===== src/rtl/turn_event_gen_if.sv =====
// ---------------------------------------------------------------------------
// turn_event_gen_if
//   Signal bundle between the game turn controller and its event responder
//   (turn_event_gen).
//
//   Signals:
//     start_turn    controller -> responder  timer-start phase (level)
//     player_turn   controller -> responder  player-turn phase (level)
//     pc_turn       controller -> responder  PC-turn phase (level)
//     move_btn      board      -> responder  raw confirm button, async to clk
//     player_done   responder  -> controller one-cycle pulse, move confirmed
//     turn_timeout  responder  -> controller one-cycle pulse, time expired
//     pc_done       responder  -> controller one-cycle pulse, PC delay done
//     secs_left     responder  -> display    seconds remaining (5 bits)
//     counting      responder  -> display    high while countdown runs
//     state         responder  -> debug      current FSM state encoding
//
//   Handshake: there is no valid/ready pairing on this bundle. Phase inputs
//   are levels the controller holds for as long as the phase lasts; the three
//   event outputs are single-cycle registered pulses that the controller
//   samples on the next clk edge and that are never high two cycles in a row.
//
//   Modports: master = controller side, slave = turn_event_gen.
// ---------------------------------------------------------------------------
interface turn_event_gen_if;
  logic       start_turn;
  logic       player_turn;
  logic       pc_turn;
  logic       move_btn;
  logic       player_done;
  logic       turn_timeout;
  logic       pc_done;
  logic [4:0] secs_left;
  logic       counting;
  logic [1:0] state;

  modport master (
    output start_turn, player_turn, pc_turn, move_btn,
    input  player_done, turn_timeout, pc_done, secs_left, counting, state
  );

  modport slave (
    input  start_turn, player_turn, pc_turn, move_btn,
    output player_done, turn_timeout, pc_done, secs_left, counting, state
  );
endinterface


===== src/rtl/turn_event_gen.sv =====
// ---------------------------------------------------------------------------
// turn_event_gen
//   Responder side of the game turn controller. Watches the controller's
//   phase levels and produces the events its next-state logic waits on:
//   player move confirmed, turn timeout and PC move done. Also drives the
//   remaining-seconds value for the turn display.
//
//   Ports:
//     clk   system clock
//     rst   asynchronous, active-high reset
//     bus   turn_event_gen_if.slave (phase inputs, event pulses, secs_left,
//           counting, debug state)
//
//   Parameters:
//     CLK_HZ           clock cycles per one-second tick
//     TURN_SECS        player turn length in seconds (1..31)
//     PC_DELAY_SECS    PC "thinking" time in seconds (1..15)
//     DEBOUNCE_CYCLES  stable cycles required on move_btn (debounce build)
//
//   Build option:
//     TURN_DEBOUNCE_EN  when defined, the synchronized button goes through a
//                       debouncer before edge detection.
//
//   Timing: move_btn high before edge k gives player_done in the cycle after
//   edge k+3 (two sync flops, the edge flop, the output register); the
//   debounce build adds DEBOUNCE_CYCLES to that.
// ---------------------------------------------------------------------------
module turn_event_gen #(
  parameter int CLK_HZ          = 50000000,
  parameter int TURN_SECS       = 15,
  parameter int PC_DELAY_SECS   = 2,
  parameter int DEBOUNCE_CYCLES = 500000
) (
  input  logic             clk,
  input  logic             rst,
  turn_event_gen_if.slave  bus
);

  localparam int TICK_W = (CLK_HZ > 1) ? $clog2(CLK_HZ) : 1;
  localparam logic [TICK_W-1:0] TICK_MAX  = TICK_W'(CLK_HZ - 1);
  localparam logic [4:0]        TURN_LOAD = 5'(TURN_SECS);
  localparam logic [3:0]        PC_LOAD   = 4'(PC_DELAY_SECS);

  // Out-of-range parameters stop elaboration rather than silently truncating.
  if (TURN_SECS < 1 || TURN_SECS > 31 || PC_DELAY_SECS < 1 ||
      PC_DELAY_SECS > 15 || CLK_HZ < 1 || DEBOUNCE_CYCLES < 1) begin : g_param_check
    $error("turn_event_gen: parameter out of range");
  end

  typedef enum logic [1:0] {
    IDLE    = 2'd0,
    COUNT   = 2'd1,
    HOLD    = 2'd2,
    PC_WAIT = 2'd3
  } state_t;

  state_t            state;
  logic [4:0]        secs_left;
  logic              counting;
  logic              player_done;
  logic              turn_timeout;
  logic              pc_done;
  logic [3:0]        pc_cnt;
  logic [TICK_W-1:0] tick;
  logic              tick_wrap;

  // -------------------------------------------------------------------------
  // Input conditioning
  // -------------------------------------------------------------------------
  logic sync1;
  logic sync2;
  logic mv_src;    // button level the edge detector looks at
  logic mv_src_d;
  logic mv;        // registered rising edge of mv_src
  logic start_d;
  logic st;

  always_ff @(posedge clk or posedge rst) begin
    if (rst) begin
      sync1 <= 1'b0;
      sync2 <= 1'b0;
    end else begin
      sync1 <= bus.move_btn;
      sync2 <= sync1;
    end
  end

`ifdef TURN_DEBOUNCE_EN
  localparam int DB_W = (DEBOUNCE_CYCLES > 1) ? $clog2(DEBOUNCE_CYCLES + 1) : 1;
  localparam logic [DB_W-1:0] DB_LAST = DB_W'(DEBOUNCE_CYCLES - 1);

  logic            filt;
  logic [DB_W-1:0] db_cnt;

  // The filtered level flips on the DEBOUNCE_CYCLES-th consecutive cycle
  // in which sync2 disagrees with it; any agreeing cycle restarts the count.
  always_ff @(posedge clk or posedge rst) begin
    if (rst) begin
      filt   <= 1'b0;
      db_cnt <= '0;
    end else if (sync2 != filt) begin
      if (db_cnt == DB_LAST) begin
        filt   <= sync2;
        db_cnt <= '0;
      end else begin
        db_cnt <= db_cnt + 1'b1;
      end
    end else begin
      db_cnt <= '0;
    end
  end

  assign mv_src = filt;
`else
  assign mv_src = sync2;
`endif

  always_ff @(posedge clk or posedge rst) begin
    if (rst) begin
      mv_src_d <= 1'b0;
      mv       <= 1'b0;
      start_d  <= 1'b0;
    end else begin
      mv_src_d <= mv_src;
      mv       <= mv_src & ~mv_src_d;
      start_d  <= bus.start_turn;
    end
  end

  // start_turn comes from the same clock domain, so a plain edge detect is
  // enough and keeps the restart response one cycle after the rise.
  assign st        = bus.start_turn & ~start_d;
  assign tick_wrap = (tick == TICK_MAX);

  // -------------------------------------------------------------------------
  // Turn FSM with registered outputs
  // -------------------------------------------------------------------------
  always_ff @(posedge clk or posedge rst) begin
    if (rst) begin
      state        <= IDLE;
      secs_left    <= '0;
      counting     <= 1'b0;
      player_done  <= 1'b0;
      turn_timeout <= 1'b0;
      pc_done      <= 1'b0;
      pc_cnt       <= '0;
      tick         <= '0;
    end else begin
      player_done  <= 1'b0;
      turn_timeout <= 1'b0;
      pc_done      <= 1'b0;
      tick         <= tick_wrap ? '0 : tick + 1'b1;

      if (st) begin
        // A fresh arm overrides whatever the FSM was doing this cycle.
        state     <= COUNT;
        secs_left <= TURN_LOAD;
        counting  <= 1'b1;
        tick      <= '0;
      end else begin
        case (state)
          IDLE: begin
            if (bus.pc_turn) begin
              state  <= PC_WAIT;
              pc_cnt <= PC_LOAD;
              tick   <= '0;
            end
          end

          COUNT: begin
            // The move is checked first so it wins over the expiry tick.
            if (mv && (bus.player_turn || bus.start_turn)) begin
              player_done <= 1'b1;
              state       <= HOLD;
              counting    <= 1'b0;
            end else if (tick_wrap) begin
              if (secs_left > 5'd1) begin
                secs_left <= secs_left - 5'd1;
              end else begin
                secs_left    <= '0;
                turn_timeout <= 1'b1;
                state        <= HOLD;
                counting     <= 1'b0;
              end
            end
          end

          HOLD: begin
            if (bus.pc_turn) begin
              state  <= PC_WAIT;
              pc_cnt <= PC_LOAD;
              tick   <= '0;
            end
          end

          PC_WAIT: begin
            if (!bus.pc_turn) begin
              state <= IDLE;
            end else if (tick_wrap) begin
              if (pc_cnt <= 4'd1) begin
                pc_cnt  <= '0;
                pc_done <= 1'b1;
                state   <= IDLE;
              end else begin
                pc_cnt <= pc_cnt - 4'd1;
              end
            end
          end

          default: state <= IDLE;
        endcase
      end
    end
  end

  assign bus.player_done  = player_done;
  assign bus.turn_timeout = turn_timeout;
  assign bus.pc_done      = pc_done;
  assign bus.secs_left    = secs_left;
  assign bus.counting     = counting;
  assign bus.state        = state;

endmodule

===== src/flat_wrapper.sv =====
// flat-port wrapper written by rule: the top's interface ports become plain ports
module turn_event_gen_flat 
#(
  parameter int CLK_HZ          = 50000000,
  parameter int TURN_SECS       = 15,
  parameter int PC_DELAY_SECS   = 2,
  parameter int DEBOUNCE_CYCLES = 500000
)
  (clk, rst, bus_start_turn, bus_player_turn, bus_pc_turn, bus_move_btn, bus_player_done, bus_turn_timeout, bus_pc_done, bus_secs_left, bus_counting, bus_state);
  turn_event_gen_if bus_i ();
  input  logic clk;
  input  logic rst;
  input wire logic [$bits(bus_i.start_turn)-1:0] bus_start_turn;
  input wire logic [$bits(bus_i.player_turn)-1:0] bus_player_turn;
  input wire logic [$bits(bus_i.pc_turn)-1:0] bus_pc_turn;
  input wire logic [$bits(bus_i.move_btn)-1:0] bus_move_btn;
  output wire logic [$bits(bus_i.player_done)-1:0] bus_player_done;
  output wire logic [$bits(bus_i.turn_timeout)-1:0] bus_turn_timeout;
  output wire logic [$bits(bus_i.pc_done)-1:0] bus_pc_done;
  output wire logic [$bits(bus_i.secs_left)-1:0] bus_secs_left;
  output wire logic [$bits(bus_i.counting)-1:0] bus_counting;
  output wire logic [$bits(bus_i.state)-1:0] bus_state;
  assign bus_i.start_turn = bus_start_turn;
  assign bus_i.player_turn = bus_player_turn;
  assign bus_i.pc_turn = bus_pc_turn;
  assign bus_i.move_btn = bus_move_btn;
  assign bus_player_done = bus_i.player_done;
  assign bus_turn_timeout = bus_i.turn_timeout;
  assign bus_pc_done = bus_i.pc_done;
  assign bus_secs_left = bus_i.secs_left;
  assign bus_counting = bus_i.counting;
  assign bus_state = bus_i.state;
  turn_event_gen #(.CLK_HZ(CLK_HZ), .TURN_SECS(TURN_SECS), .PC_DELAY_SECS(PC_DELAY_SECS), .DEBOUNCE_CYCLES(DEBOUNCE_CYCLES)) u_core (.clk(clk), .rst(rst), .bus(bus_i));
endmodule

===== config.mk =====
export PLATFORM = sky130hd
export DESIGN_NAME = turn_event_gen_flat
export DESIGN_NICKNAME = d
export VERILOG_FILES = /design/src/rtl/turn_event_gen_if.sv /design/src/rtl/turn_event_gen.sv /design/src/flat_wrapper.sv
export SDC_FILE = /design/constraint.sdc
export NUM_CORES = 1
export LEC_CHECK = 0
export BUFFER_PORTS_ARGS = -buffer_cell sky130_fd_sc_hd__buf_2
export CAP_MARGIN = 5
export CELL_PAD_IN_SITES_DETAIL_PLACEMENT = 1
export CELL_PAD_IN_SITES_GLOBAL_PLACEMENT = 1
export CORE_MARGIN = 1
export CORE_UTILIZATION = 30
export CTS_BUF_LIST = sky130_fd_sc_hd__clkbuf_16
export DETAILED_ROUTE_END_ITERATION = 6
export MAX_ROUTING_LAYER = met4
export PLACE_DENSITY_LB_ADDON = 0.1
export SLEW_MARGIN = 25
export SYNTH_ARGS = -nofsm -noshare
export SYNTH_HDL_FRONTEND = slang
export SYNTH_SLANG_ARGS = --single-unit
export TNS_END_PERCENT = 10

===== constraint.sdc =====
create_clock -name clk -period 2.1 [get_ports clk]
set_input_delay 0.42 -clock clk [delete_from_list [all_inputs] [get_ports clk]]
set_output_delay 0.42 -clock clk [all_outputs]
set_load 0.02 [all_outputs]

# ---- After elaboration in Yosys (flattened, before gate mapping)
# Cells that the tools add are included.
dict set report classes {
  magnitude_cmp 2
  n_mux 41
  eq_ne 14
  bitwise_logic 5
  n_reduce_logical 12
  addsub 3
}
# operator count
set ops {}
lappend ops {{$mux W26} 4}
lappend ops {{$add A26 B1 Y26 const B} 1}
lappend ops {{$eq A26 B26 Y1 const B} 1}
lappend ops {{$mux W5} 5}
lappend ops {{$mux W1} 18}
lappend ops {{$mux W2} 8}
lappend ops {{$mux W4} 4}
lappend ops {{$ne A4 B2 Y1 const B} 3}
lappend ops {{$reduce_and A5 Y1} 2}
lappend ops {{$pmux W4 S2} 1}
lappend ops {{$ne A2 B1 Y1 const B} 3}
lappend ops {{$ne A3 B1 Y1 const B} 2}
lappend ops {{$pmux W2 S3} 1}
lappend ops {{$reduce_and A3 Y1} 2}
lappend ops {{$reduce_bool A2 Y1} 3}
lappend ops {{$gt A5 B1 Y1 const B} 1}
lappend ops {{$sub A5 B1 Y5 const B} 1}
lappend ops {{$eq A2 B2 Y1 const B} 2}
lappend ops {{$le A4 B1 Y1 const B} 1}
lappend ops {{$ne A4 B1 Y1 const B} 1}
lappend ops {{$sub A4 B1 Y4 const B} 1}
lappend ops {{$not A1 Y1} 3}
lappend ops {{$reduce_bool A3 Y1} 1}
lappend ops {{$and A1 B1 Y1} 2}
lappend ops {{other kinds (6)} 6}
dict set report totals {
  out_inout_bits 11
  word_cells 90
  in_bits 6
  regBits 46
}

# ---- Longest topological paths before layout
# Gate-level depths: netlist (run 1).
dict set report logic_depth {
  ltp_word 6
  mapped_depth 7
  depth_no_buf 7
}

# ---- Worst setup path after synthesis (run 1)
# No wires, ideal clock.
dict set report synth_path {
  path_kind {reg-to-reg}
  startpoint {reg u_core.tick[18]}
  endpoint {reg u_core.secs_left[2] (netlist: u_core.bus.secs_left[2])}
  arrival_ns 1.943
  synth_period_minus_slack_ns 2.067
  setup_slack_ns 0.033
  stages_incl_launch_ff 6
  setup_time_ns 0.124
  path_buffers 0
  required_time_ns 1.976
  path_cell_list {dfrtp_1 > or4b_4 > nor4_4 > nand4b_4 > or2_0 > a211o_1}
}
dict set report synth_via {
  elab_chain_cells 3
}
# element line_no
set synth_rtl {}
lappend synth_rtl {{from (decl)} turn_event_gen.sv:64} ;# logic [TICK_W-1:0] tick;
lappend synth_rtl {{from (signal assigned)} turn_event_gen.sv:152} ;# tick <= tick_wrap ? '0 : tick + 1'b1;
lappend synth_rtl {{$eq A26 B26 Y1} turn_event_gen.sv:133} ;# assign tick_wrap = (tick == TICK_MAX);
lappend synth_rtl {{$reduce_bool A2 Y1 (no source line)} --}
lappend synth_rtl {{$reduce_and A3 Y1 (no source line)} --}
lappend synth_rtl {{to (signal assigned)} turn_event_gen.sv:178} ;# secs_left <= secs_left - 5'd1;
lappend synth_rtl {{to (decl)} turn_event_gen.sv:58} ;# logic [4:0] secs_left;
# Every way passes these cells.
# A chain may end at the register's enable or synchronous reset.

# ---- Worst setup path in the final report (run 1)
dict set report layout_path {
  startpoint {reg u_core.tick[8]}
  endpoint {reg u_core.secs_left[2] (netlist: u_core.bus.secs_left[2])}
}
# The elaborated chain is that of the path after synthesis.

==> results of run 1 <==
[kinds of logic (layout without fill, tap and decap cells)]
| kind of cell | after synthesis | count (layout) |
|---|---|---|
| flops | 46 | 46 |
| buf+inv | 25 | 69 |
| xor+xnor | 24 | 24 |
| fa+ha+maj | 5 | 5 |
| compound gates | 26 | 26 |
| simple gates | 108 | 108 |
| mux | 1 | 1 |
[report_power, final]
group | leakage [nW] | internal [mW] | switching (mW)
clock network | 0.0940 | 0.684 | 0.352
registers | 0.592 | 0.945 | 0.0667
logic | 0.611 | 0.186 | 0.256
[metrics by stage]
stage          setup TNS [ns]  power, mW  util (%)  hold WS [ns]  setup slack, ns
2_1_floorplan               0      1.291         -        0.3312          0.03301
3_3_place_gp                0      1.461     36.49        0.3387          0.04038
3_5_place_dp                0      1.457     36.49        0.3424          0.01091
4_1_cts                     0      2.515     39.29        0.1390          0.01257
5_1_grt               -0.1036      2.621     40.13        0.1619         -0.06989
6_report                    0      2.490     40.13        0.1197          0.02223
[Yosys cell counts (2+ instances only)]
library cell	instances
nand2_1	15
a211oi_1	2
ha_1	5
a21oi_1	3
o21a_1	3
xor2_1	5
o21ai_0	6
nand4_1	4
buf_2	2
clkbuf_1	5
nor4_1	6
nand3_1	10
inv_1	18
nor2b_1	2
dfrtp_1	46
xnor2_1	19
nor4_4	2
nor2_1	34
a31oi_1	4
nor3_1	18
nand2b_1	2
or3_1	3
[layout by cell type (no fill, tap or decap), types with 2 or more instances in the layout]
cell	netlist	layout
nor3_1	18	18
a21oi_1	3	3
o21a_1	3	3
inv_1	18	17
nor4_2	0	3
or4b_4	1	2
xnor2_1	19	19
buf_4	0	25
nand3_1	10	10
nor2b_1	2	2
nor4_4	2	2
nand2_1	15	13
nand2_2	0	2
xor2_1	5	5
nor4_1	6	3
or3_1	3	2
o21ai_0	6	6
clkbuf_16	0	5
bufinv_16	0	2
nor2_1	34	34
a31oi_1	4	3
nand4_1	4	4
dfrtp_1	46	46
buf_2	2	16
ha_1	5	5
nand2b_1	2	2
[layer usage]
| layer | GRT usage [%] | vias up | share of wire [%] |
|---|---|---|---|
| met1 | 20.69 | 849 | 51 |
| met2 | 23.69 | 20 | 45 |
| met4 | 6.061 | 0 | 1.6 |
| met3 | 2.770 | 6 | 2.3 |
| li1 | - | 886 | - |
| met5 | - | - | 0 |
[worst paths after layout]
check,slack [ns],end,startpoint,cells after the start
worst max-delay path,0.02,u_core.bus.secs_left[2]$_DFFE_PP0P_,u_core.tick[8]$_DFF_PP0_,5
worst min register to register,0.35,u_core.mv_src$_DFF_PP0_,u_core.sync1$_DFF_PP0_,0
worst min-delay path,0.12,u_core.tick[23]$_DFF_PP0_,rst,2
min in group clk,0.24,u_core.sync1$_DFF_PP0_,bus_move_btn,1
max in group asynchronous,1.42,u_core.tick[5]$_DFF_PP0_,rst,3
worst max register to register,0.02,u_core.bus.secs_left[2]$_DFFE_PP0P_,u_core.tick[8]$_DFF_PP0_,5
[flip-flops by register name, summed over array words and instances, names as in the netlist, 2 cells and up]
name,cells
u_core.pc_cnt,4
u_core.bus.secs_left,5
u_core.tick,26
u_core.bus.state,2
[cell type report]
cell class                 count  share of cell area [%]
sequential                    46                   39.13
multi-input combinational    164                   37.60
clock inverter                 3                   2.339
timing repair buffer          43                   10.17
clock buffer                   5                   4.254
inverter                      18                   2.297
tap                           99                   4.211
[what timing repair did]
item,in CTS,in global routing
endpoints found under the setup margin,1,32
setup buffers,1,1
pin swaps,5,5
resized for setup,1,12
==> summary.md, run 1 <==
| Metric | Value |
|---|---|
| Area leader, netlist | dfrtp_1 |
| Worst path top cell family by delay | simple AND/OR/NAND/NOR gates |
| Register bit total from synthesis | 46 |
| Max Fclk | 0.4813 GHz |
| DR vias/cell | 4.659 |
| Total GRT Usage | 15.62% |
| Design area | 0.002942 mm² |
| Seq. cell area | 0.001151 mm² |
| Critical path startpoint category | register |
| Fraction of the mapped netlist area in adder cells | 2.720% |
| TritonCTS clock tree | built |
| CP max-delay cell | or4b_4 |
| Ys async rst share | 100.0% |
| Vias in the first global route | 1834 |
| Initial core utilization | 31.37% |
| Critical Path RT | 2.28 ns |
| Peak VDD IR | 288.1 µV |
| Overall die area | 0.008020 mm² |
| Drt wl/cell | 13.97 µm |
| Cell Count, Final, Fillers Out | 378 |
| Clock Skew | 0.006417 ns |
| Hpwl dp | 3849 µm |
| Post-Place Cell Area | 0.002675 mm² |
| Clock insertion delay at the later pin of the skew report | 0.29 ns |
| Main synth FF type | dfrtp_1 |
| Total I/O pin count | 17 |
| Clock root buffer | clkbuf_16 |
| Yosys top cell area share | 50.05% |
| H-tree depth | 2 |
| First-pass DRT Iterations | 4 |
| Crit path time final | 2.078 ns |
| Mux cell area share after synthesis | 0.4353% |
| Post-synthesis compound-gate area fraction | 7.671% |
| Worst min path class | input pin to asynchronous set/reset pin |
| Die Y | 89.56 µm |
| Dpl cells | 368 |
| Critical Path Max Stage Delay | 0.53 ns |
| Lkg Pwr | 1.298 nW |
| DRC Markers | 0 |
| Area of the multi-input gates | 0.001106 mm² |
| Unrepaired setup endpoints after global routing | yes |
| Cells along the critical path | or4b_4 > nor4_4 > nand4b_4 > or2_0 > a211o_1 |
| Initial antenna violation count | 0 |
| Post-CTS Hold Buffers | 0 |
| Area share of and/or/nand/nor cells after synthesis | 25.79% |
| Routed Antenna Nets | 0 |
| CP max FO | 5 |
| Cts bufs inserted | 5 |
| CTS clk-pin slew, worst paths | 0.07 ns |
| PwrDens | 846.5 mW/mm² |
| Pins Over Slew Limit | 0 |
| Sequential area share after synthesis | 50.05% |
| Worst Path Buf+Inv | 0 |
| Detailed-route wire length | 5281 µm |
| Synthesized area per cell | 9.786 µm² |
| Crit end category | register |
| Largest family of logic cells by synthesized area | simple AND/OR/NAND/NOR gates |
| Synthesis-to-finish area growth | 27.91% |
| DIE WIDTH | 89.56 µm |
| Clk sinks | 46 |
| Antenna cells | 0 |
| Yosys cell types | 43 |
| Rel. slew slack | 65.03% |
| # rows | 31 |
| Fill count | 828 |
| Share of post-route cells with drive strength above 1 | 25.45% |
| Crit share post-route | 98.94% |
| Status | finished, final reports clean |
| Crit path DAT | 2.25 ns |
| Yosys warns | 0 |
| Gr ovfl total | 0 |
| Mapped Area | 0.002300 mm² |
| # Max-Cap Violations | 0 |
| Largest net degree at the start of global routing | 25 |
| Via count | 1761 |
| Placer Congestion | 0.7854 |
| Synth area leaders | dfrtp_1, xnor2_1, nor2_1 |
| Worst Tran Pin Value | 0.5190 ns |
| Post-synth EDFFs | 0 |
| Syn Inst Count | 235 |
| Nets | 289 |
| Core area | 0.007331 mm² |
| WS Path Type | register to register |
| First-pass GRT wire length | 9032 µm |
| 1st-iter DRT viols | 27 |
| PortBufs | 16 |
| Post-Synth XOR/XNOR Area | 9.140% |
| Setup violators final | 0 |
| Syn Nets | 246 |
| Clock Tree Buf Depth | 2 |
| Fin. Hold Viols | 0 |
Power figures use the tool's default switching activity.
==> inputs of run 2 (changes only) <==
--- a/config.mk
+++ b/config.mk
@@ -5,6 +5,7 @@
 export SDC_FILE = /design/constraint.sdc
 export NUM_CORES = 1
 export LEC_CHECK = 0
+export ABC_AREA = 1
 export BUFFER_PORTS_ARGS = -buffer_cell sky130_fd_sc_hd__buf_2
 export CAP_MARGIN = 5
 export CELL_PAD_IN_SITES_DETAIL_PLACEMENT = 1
@@ -12,6 +13,7 @@
 export CORE_MARGIN = 1
 export CORE_UTILIZATION = 30
 export CTS_BUF_LIST = sky130_fd_sc_hd__clkbuf_16
+export CTS_CLUSTER_DIAMETER = 120
 export DETAILED_ROUTE_END_ITERATION = 6
 export MAX_ROUTING_LAYER = met4
 export PLACE_DENSITY_LB_ADDON = 0.1
==> run 2 against run 1 <==
- synthesized area up 13%
- critical path depth grew 4
- sequential share of layout area decreased by 0.26 points
- total power rose by 6.0%
- clock power decreased by 23%
- routed wire length rose by 15%
- critical endpoint is now u_core.tick[16]$_DFF_PP0_
- largest power group is now sequential cells
==> summary.md, run 2 <==
| Metric | Value |
|---|---|
| Unrepaired setup endpoints after global routing | no (was yes) |
| Sequential area share after synthesis | 44.36% (was 50.05%) |
| Int Power | 1.693 mW (was 1.815 mW) |
| Via count | 2074 (was 1761) |
| Largest net degree at the start of global routing | 26 (was 25) |
| Yosys cell types | 31 (was 43) |
| Area of the multi-input gates | 0.001256 mm² (was 0.001106 mm²) |
| Switching pwr | 0.9464 mW (was 0.6746 mW) |
| Top flop regs | u_core.tick (26), u_core.bus.secs_left (5), u_core.pc_cnt (4) (unchanged) |
| Sw Ratio | 35.86% (was 27.09%) |
| Post-synthesis compound-gate area fraction | 5.931% (was 7.671%) |
| Crit path time final | 1.852 ns (was 2.078 ns) |
| Rel. slew slack | 62.95% (was 65.03%) |
| CP max FO | 16 (was 5) |
| Worst min path class | input pin to asynchronous set/reset pin (unchanged) |
| Clock insertion delay at the later pin of the skew report | 0.29 ns (about the same) |
| Share of post-route cells with drive strength above 1 | 19.43% (was 25.45%) |
| Clock Skew | 0.006388 ns (was 0.006417 ns) |
| Pins Over Slew Limit | 0 (unchanged) |
| Comb power frac | 27.3% (was 17.8%) |
| Metal3 WL | 114 µm (was 124 µm) |
| Cts bufs inserted | 5 (unchanged) |
| Hpwl dp | 4667 µm (was 3849 µm) |
| Clock Tree Buf Depth | 2 (unchanged) |
| Post-route setup slack | 0.2479 ns (was 0.02223 ns) |
| Vias in the first global route | 2117 (was 1834) |
| Sequential Power Share | 42.3% (was 40.6%) |
| Syn Inst Count | 326 (was 235) |
| Final core occ | 35.69% (was 40.13%) |
| First-pass GRT wire length | 10520 µm (was 9032 µm) |
| Max layer used | met4 (unchanged) |
| Die Y | 95.01 µm (was 89.56 µm) |
| Post-CTS Hold Buffers | 0 (unchanged) |
| Post-synth EDFFs | 0 (unchanged) |
| CTS-repair resized insts | 0 (was 1) |
| Area leader, netlist | dfrtp_1 (unchanged) |
| Total GRT Usage | 15.86% (was 15.62%) |
| Clk sinks | 46 (unchanged) |
| DR vias/cell | 4.558 (was 4.659) |
| Antenna cells | 0 (unchanged) |
| Crit share post-route | 88.20% (was 98.94%) |
| Largest reg by FF count | u_core.tick (unchanged) |
| Crit Reg-Reg Startpoint | u_core.tick[0]$_DFF_PP0_ (was u_core.tick[8]$_DFF_PP0_) |
| Main synth FF type | dfrtp_1 (unchanged) |
| CTS clk-pin slew, worst paths | 0.07 ns (about the same) |
| Max Fclk | 0.5399 GHz (was 0.4813 GHz) |
| Lkg Pwr | 1.329 nW (was 1.298 nW) |
| Synth area leaders | dfrtp_1, nor2_1, nand2_1 (was dfrtp_1, xnor2_1, nor2_1) |
| Routed Antenna Nets | 0 (unchanged) |
| First-pass DRT Iterations | 4 (unchanged) |
| Clock share of power | 30.3% (was 41.6%) |
| # Max-Cap Violations | 0 (unchanged) |
| Initial core utilization | 31.27% (was 31.37%) |
| Placer Congestion | 0.7712 (was 0.7854) |
| PnR Total Power | 2.639 mW (was 2.490 mW) |
| Drt wl/cell | 13.40 µm (was 13.97 µm) |
| Overall die area | 0.009026 mm² (was 0.008020 mm²) |
| Post-Synth XOR/XNOR Area | 3.375% (was 9.140%) |
| Critical path startpoint category | register (unchanged) |
| Fill count | 1019 (was 828) |
| Status | finished, final reports clean (unchanged) |
| R2R cell count | 9 (was 5) |
| Area share of and/or/nand/nor cells after synthesis | 36.69% (was 25.79%) |
| Max FFs per register | 26 (unchanged) |
| Initial antenna violation count | 0 (unchanged) |
| Nets | 360 (was 289) |
| Detailed-route wire length | 6097 µm (was 5281 µm) |
| DR WL met2 | 2552 µm (was 2393 µm) |
| Critical Path RT | 2.27 ns (was 2.28 ns) |
| PortBufs | 16 (unchanged) |
| Reg2reg setup slack | 0.25 ns (was 0.02 ns) |
| DIE WIDTH | 95.01 µm (was 89.56 µm) |
| 1st-iter DRT viols | 31 (was 27) |
| Fraction of the mapped netlist area in adder cells | 2.411% (was 2.720%) |
| Most frequent cell after synthesis | nor2_1 (was dfrtp_1) |
| Final setup TNS | 0 ns (unchanged) |
| Top cells by count, synth | nor2_1, nand2_1, dfrtp_1 (was dfrtp_1, nor2_1, xnor2_1) |
| Yosys warns | 0 (unchanged) |
| Seq. cell area | 0.001151 mm² (unchanged) |
| Crit end category | register (unchanged) |
| Core area | 0.008299 mm² (was 0.007331 mm²) |
| Synthesis-to-finish area growth | 14.13% (was 27.91%) |
| Commonest cells after routing, fill and taps aside | nor2_1, nand2_1, dfrtp_1 (was dfrtp_1, nor2_1, buf_4) |
| Register bit total from synthesis | 46 (unchanged) |
| # rows | 33 (was 31) |
| Peak VDD IR | 341.5 µV (was 288.1 µV) |
| TritonCTS clock tree | built (unchanged) |
| Crit path DAT | 2.02 ns (was 2.25 ns) |
| Commonest non-fill, non-tap cell in the layout | nor2_1 (was dfrtp_1) |
| Mux cell area share after synthesis | 0% (was 0.4353%) |
| Gr ovfl total | 0 (unchanged) |
| Reg-to-reg endpoint | u_core.tick[16]$_DFF_PP0_ (was u_core.bus.secs_left[2]$_DFFE_PP0P_) |
| Post-CTS Setup Inserts | 0 (was 1) |
| WS Path Type | register to register (unchanged) |
| PwrDens | 891.1 mW/mm² (was 846.5 mW/mm²) |
| Fin. Hold Viols | 0 (unchanged) |
| DRC Markers | 0 (unchanged) |
| Synthesized area per cell | 7.960 µm² (was 9.786 µm²) |
| Metal-1 WL | 3355 µm (was 2679 µm) |
| Ys async rst share | 100.0% (unchanged) |
| H-tree depth | 2 (unchanged) |
| Clock root buffer | clkbuf_16 (unchanged) |
| Setup violators final | 0 (unchanged) |
| Mapped Area | 0.002595 mm² (was 0.002300 mm²) |
| Largest family of logic cells by synthesized area | simple AND/OR/NAND/NOR gates (unchanged) |
| Syn Nets | 337 (was 246) |
| Worst slack, placed | 0.2349 ns (was 0.01091 ns) |
| Total I/O pin count | 17 (unchanged) |
| Worst Tran Pin Value | 0.5550 ns (was 0.5190 ns) |
| Yosys top cell area share | 44.36% (was 50.05%) |
## run 2: worst max-delay path by stage
stage | end | depth (start not counted) | startpoint
finish | u_core.tick[16]$_DFF_PP0_ | 9 | u_core.tick[0]$_DFF_PP0_
global route | u_core.tick[16]$_DFF_PP0_ | 9 | u_core.tick[0]$_DFF_PP0_
CTS | u_core.tick[16]$_DFF_PP0_ | 9 | u_core.tick[0]$_DFF_PP0_
detailed placement | u_core.tick[16]$_DFF_PP0_ | 9 | u_core.tick[0]$_DFF_PP0_
global placement | u_core.tick[12]$_DFF_PP0_ | 9 | u_core.tick[0]$_DFF_PP0_
floorplan | u_core.bus.counting$_DFFE_PP0P_ | 1 | rst
## run 2: cells by family after synthesis
family                   after synthesis
AND/OR/NAND/NOR                      190
buffers and inverters                 47
flip-flops                            46
AO/OA/AOI/OAI                         28
XOR/XNOR                              10
adder cells (fa/ha/maj)                5
## run 2: stage by stage
| step | instance area (µm²) | hold slack (ns) | instances |
|---|---|---|---|
| finish | 2962 | 0.1756 | 455 |
| global route | 2962 | 0.2247 | 455 |
| global placement | 2815 | 0.3321 | 447 |
| floorplan | 2595 | 0.3312 | 326 |
| detailed placement | 2815 | 0.3356 | 447 |
| CTS | 2962 | 0.1907 | 455 |
## run 2: layout make-up
type / instances / share of cell area [%]
Clock inverter: 3 / 0.7182
Clock buffer: 5 / 4.225
Multi-Input combinational cell: 233 / 42.42
Sequential cell: 46 / 38.87
Inverter: 45 / 5.703
Tap cell: 105 / 4.436
Timing Repair Buffer: 18 / 3.633
## run 2: routing by layer
layer / track usage [%] / vias up
met5: - / -
met3: 2.657 / 6
met4: 4.167 / 0
met1: 23.32 / 980
met2: 22.30 / 19
li1: - / 1069
## run 2: worst max-delay path: stages (launching register included)
cell and delay [ns]:
dfrtp_1 0.39, ha_1 0.20, nand2_2 0.11, nor2_4 0.15, nand2_1 0.10, nor2_1 0.13
nand2_1 0.13, nand2_2 0.17, buf_4 0.26, nor2_1 0.08
## run 2: power groups by stage
stage	Combinational (mW)	Clock, mW	Sequential, mW
after CTS	0.736	0.822	1.12
after detailed placement	0.730	0	1.13
after global placement	0.729	0	1.13
final	0.721	0.801	1.12
after floorplan	0.466	0	1.19
after global routing	0.847	0.858	1.14
==> inputs of run 3 (changes only) <==
--- a/config.mk
+++ b/config.mk
@@ -17,6 +17,7 @@
 export DETAILED_ROUTE_END_ITERATION = 6
 export MAX_ROUTING_LAYER = met4
 export PLACE_DENSITY_LB_ADDON = 0.1
+export REMOVE_ABC_BUFFERS = 1
 export SLEW_MARGIN = 25
 export SYNTH_ARGS = -nofsm -noshare
 export SYNTH_HDL_FRONTEND = slang
==> run 3 against run 2 <==
- global-route usage shrank 0.16 points
- die area is the same
- register-to-register slack gained 0.15 ns
- first-iteration DRC count grew 100%
- final area grew 0.34%
- core utilization grew 0.12 points
- clock skew grew 0.0026 ns
- hold slack lost 0.023 ns
- largest power group unchanged
- critical path type unchanged
==> summary.md, run 3 (synthesis gave the netlist of run 2 again) <==
| Metric | Value |
|---|---|
| CTS clk-pin slew, worst paths | 0.07 ns (about the same) |
| Critical path startpoint category | register (unchanged) |
| Crit share post-route | 81.01% (was 88.20%) |
| TritonCTS clock tree | built (unchanged) |
| WS Path Type | register to register (unchanged) |
| # Max-Cap Violations | 0 (unchanged) |
| First-pass DRT Iterations | 4 (unchanged) |
| Crit path time final | 1.701 ns (was 1.852 ns) |
| Max Fclk | 0.5878 GHz (was 0.5399 GHz) |
| Total GRT Usage | 15.70% (was 15.86%) |
| CP max-delay cell | dfrtp_1 (unchanged) |
| Die Y | 95.01 µm (unchanged) |
| Post-Place Cell Area | 0.002823 mm² (was 0.002815 mm²) |
| Post-CTS Setup Inserts | 0 (unchanged) |
| Largest net degree at the start of global routing | 27 (was 26) |
| Critical Path RT | 2.31 ns (was 2.27 ns) |
| Vias in the first global route | 2167 (was 2117) |
| H-tree depth | 2 (unchanged) |
| Design area | 0.002972 mm² (was 0.002962 mm²) |
| Status | finished, final reports clean (unchanged) |
| CP max FO | 8 (was 16) |
| Clock Skew | 0.009000 ns (was 0.006388 ns) |
| Final setup TNS | 0 ns (unchanged) |
| Clock root buffer | clkbuf_16 (unchanged) |
| Detailed-route wire length | 5999 µm (was 6097 µm) |
| Total I/O pin count | 17 (unchanged) |
| Pins Over Slew Limit | 0 (unchanged) |
| Lkg Pwr | 1.330 nW (was 1.329 nW) |
| Peak VDD IR | 422.9 µV (was 341.5 µV) |
| CTS-repair resized insts | 0 (unchanged) |
| Antenna cells | 0 (unchanged) |
| Initial core utilization | 31.27% (unchanged) |
| Crit end category | register (unchanged) |
| Synthesis-to-finish area growth | 14.51% (was 14.13%) |
| Post-route setup slack | 0.3987 ns (was 0.2479 ns) |
| Worst Tran Pin Value | 0.5050 ns (was 0.5550 ns) |
| Post-CTS Hold Buffers | 0 (unchanged) |
| Clock Tree Buf Depth | 2 (unchanged) |
| DRC Markers | 0 (unchanged) |
| Commonest non-fill, non-tap cell in the layout | nor2_1 (unchanged) |
| Share of post-route cells with drive strength above 1 | 19.66% (was 19.43%) |
| Routed Antenna Nets | 0 (unchanged) |
| PnR Total Power | 2.643 mW (was 2.639 mW) |
| Crit path DAT | 1.91 ns (was 2.02 ns) |
| PwrDens | 889.4 mW/mm² (was 891.1 mW/mm²) |
| Clk sinks | 46 (unchanged) |
| Hpwl dp | 4643 µm (was 4667 µm) |
| Initial antenna violation count | 0 (unchanged) |
| Cells along the critical path | ha_1 > nand2_2 > nor2_4 > nand2_1 > nor2_1 > nand2_1 > nand2_2 > buf_4 > nor3_2 (was ha_1 > nand2_2 > nor2_4 > nand2_1 > nor2_1 > nand2_1 > nand2_2 > buf_4 > nor2_1) |
| Final core occ | 35.81% (was 35.69%) |
| Commonest cells after routing, fill and taps aside | nor2_1, nand2_1, dfrtp_1 (unchanged) |
| Top flop regs | u_core.tick (26), u_core.bus.secs_left (5), u_core.pc_cnt (4) (unchanged) |
| Setup violators final | 0 (unchanged) |
| Via count | 2096 (was 2074) |
| Fin. Hold Viols | 0 (unchanged) |
| Nets | 361 (was 360) |
| Unrepaired setup endpoints after global routing | no (unchanged) |
| # rows | 33 (unchanged) |
| 1st-iter DRT viols | 63 (was 31) |
| Cts bufs inserted | 5 (unchanged) |
| Critical Path Max Stage Delay | 0.41 ns (was 0.39 ns) |
| Overall die area | 0.009026 mm² (unchanged) |
| Core area | 0.008299 mm² (unchanged) |
| Largest reg by FF count | u_core.tick (unchanged) |
| Max FFs per register | 26 (unchanged) |
| Gr ovfl total | 0 (unchanged) |
| Worst slack, placed | 0.3867 ns (was 0.2349 ns) |
| Rel. slew slack | 66.28% (was 62.95%) |
| Placer Congestion | 0.7833 (was 0.7712) |
| Worst min path class | input pin to asynchronous set/reset pin (unchanged) |
| DR vias/cell | 4.596 (was 4.558) |
| First-pass GRT wire length | 10660 µm (was 10520 µm) |
| Drt wl/cell | 13.16 µm (was 13.40 µm) |
| DIE WIDTH | 95.01 µm (unchanged) |
| PortBufs | 16 (unchanged) |
| Clock insertion delay at the later pin of the skew report | 0.29 ns (about the same) |
run 3: changes by cell type in the layout (fill, tap and decap cells not counted), sizes merged:
cell	previous run	this run
clkinv	2	0
clkinvlp	1	2
inv	45	46
buf	18	19
run 3: cell type report:
cell class / count / area, µm²
Sequential cell: 46 / 1151
Tap cell: 105 / 131.4
Clock inverter: 3 / 23.77
Timing Repair Buffer: 19 / 115.1
Clock buffer: 5 / 125.1
Fill cell: 1016 / 5328
Multi-Input combinational cell: 233 / 1256
Inverter: 45 / 168.9
run 3: path summary, 6_finish.rpt:
| path | start | endpoint | slack, ns | cells after the start |
|---|---|---|---|---|
| max | u_core.tick[0]$_DFF_PP0_ | u_core.tick[22]$_DFF_PP0_ | 0.40 | 9 |
| min | rst | u_core.tick[7]$_DFF_PP0_ | 0.15 | 2 |
| max reg2reg | u_core.tick[0]$_DFF_PP0_ | u_core.tick[22]$_DFF_PP0_ | 0.40 | 9 |
| min reg2reg | u_core.sync1$_DFF_PP0_ | u_core.mv_src$_DFF_PP0_ | 0.36 | 0 |
| max in group asynchronous | rst | u_core.bus.player_done$_DFF_PP0_ | 1.43 | 3 |
| min in group clk | bus_move_btn | u_core.sync1$_DFF_PP0_ | 0.23 | 1 |
run 3: per-stage QoR:
stage	hold slack [ns]	instances
floorplan	0.3312	324
global placement	0.3327	448
detailed placement	0.3471	448
CTS	0.1804	456
global route	0.1996	456
finish	0.1530	456
run 3: layer usage:
| metal | track usage, % | vias up | share of wire (%) |
|---|---|---|---|
| li1 | - | 1068 | - |
| met3 | 2.254 | 5 | 2.3 |
| met2 | 24.04 | 17 | 46 |
| met4 | 3.409 | 0 | 0.77 |
| met5 | - | - | 0 |
| met1 | 21.93 | 1006 | 51 |
run 3: power by group:
group,leakage [nW],internal (mW),total (mW),switching [mW]
Clock,0.0664,0.446,0.803,0.357
Combinational,0.663,0.253,0.729,0.476
Sequential,0.601,1.01,1.11,0.105
Total,1.33,1.70,2.64,0.938
run 3: worst max-delay path: cells and delay by family (launching register included):
family | cells | cell delay, ns
DFF | 1 | 0.41
adders and majority gates | 1 | 0.23
buffers and inverters | 1 | 0.19
and+or+nand+nor | 7 | 0.80
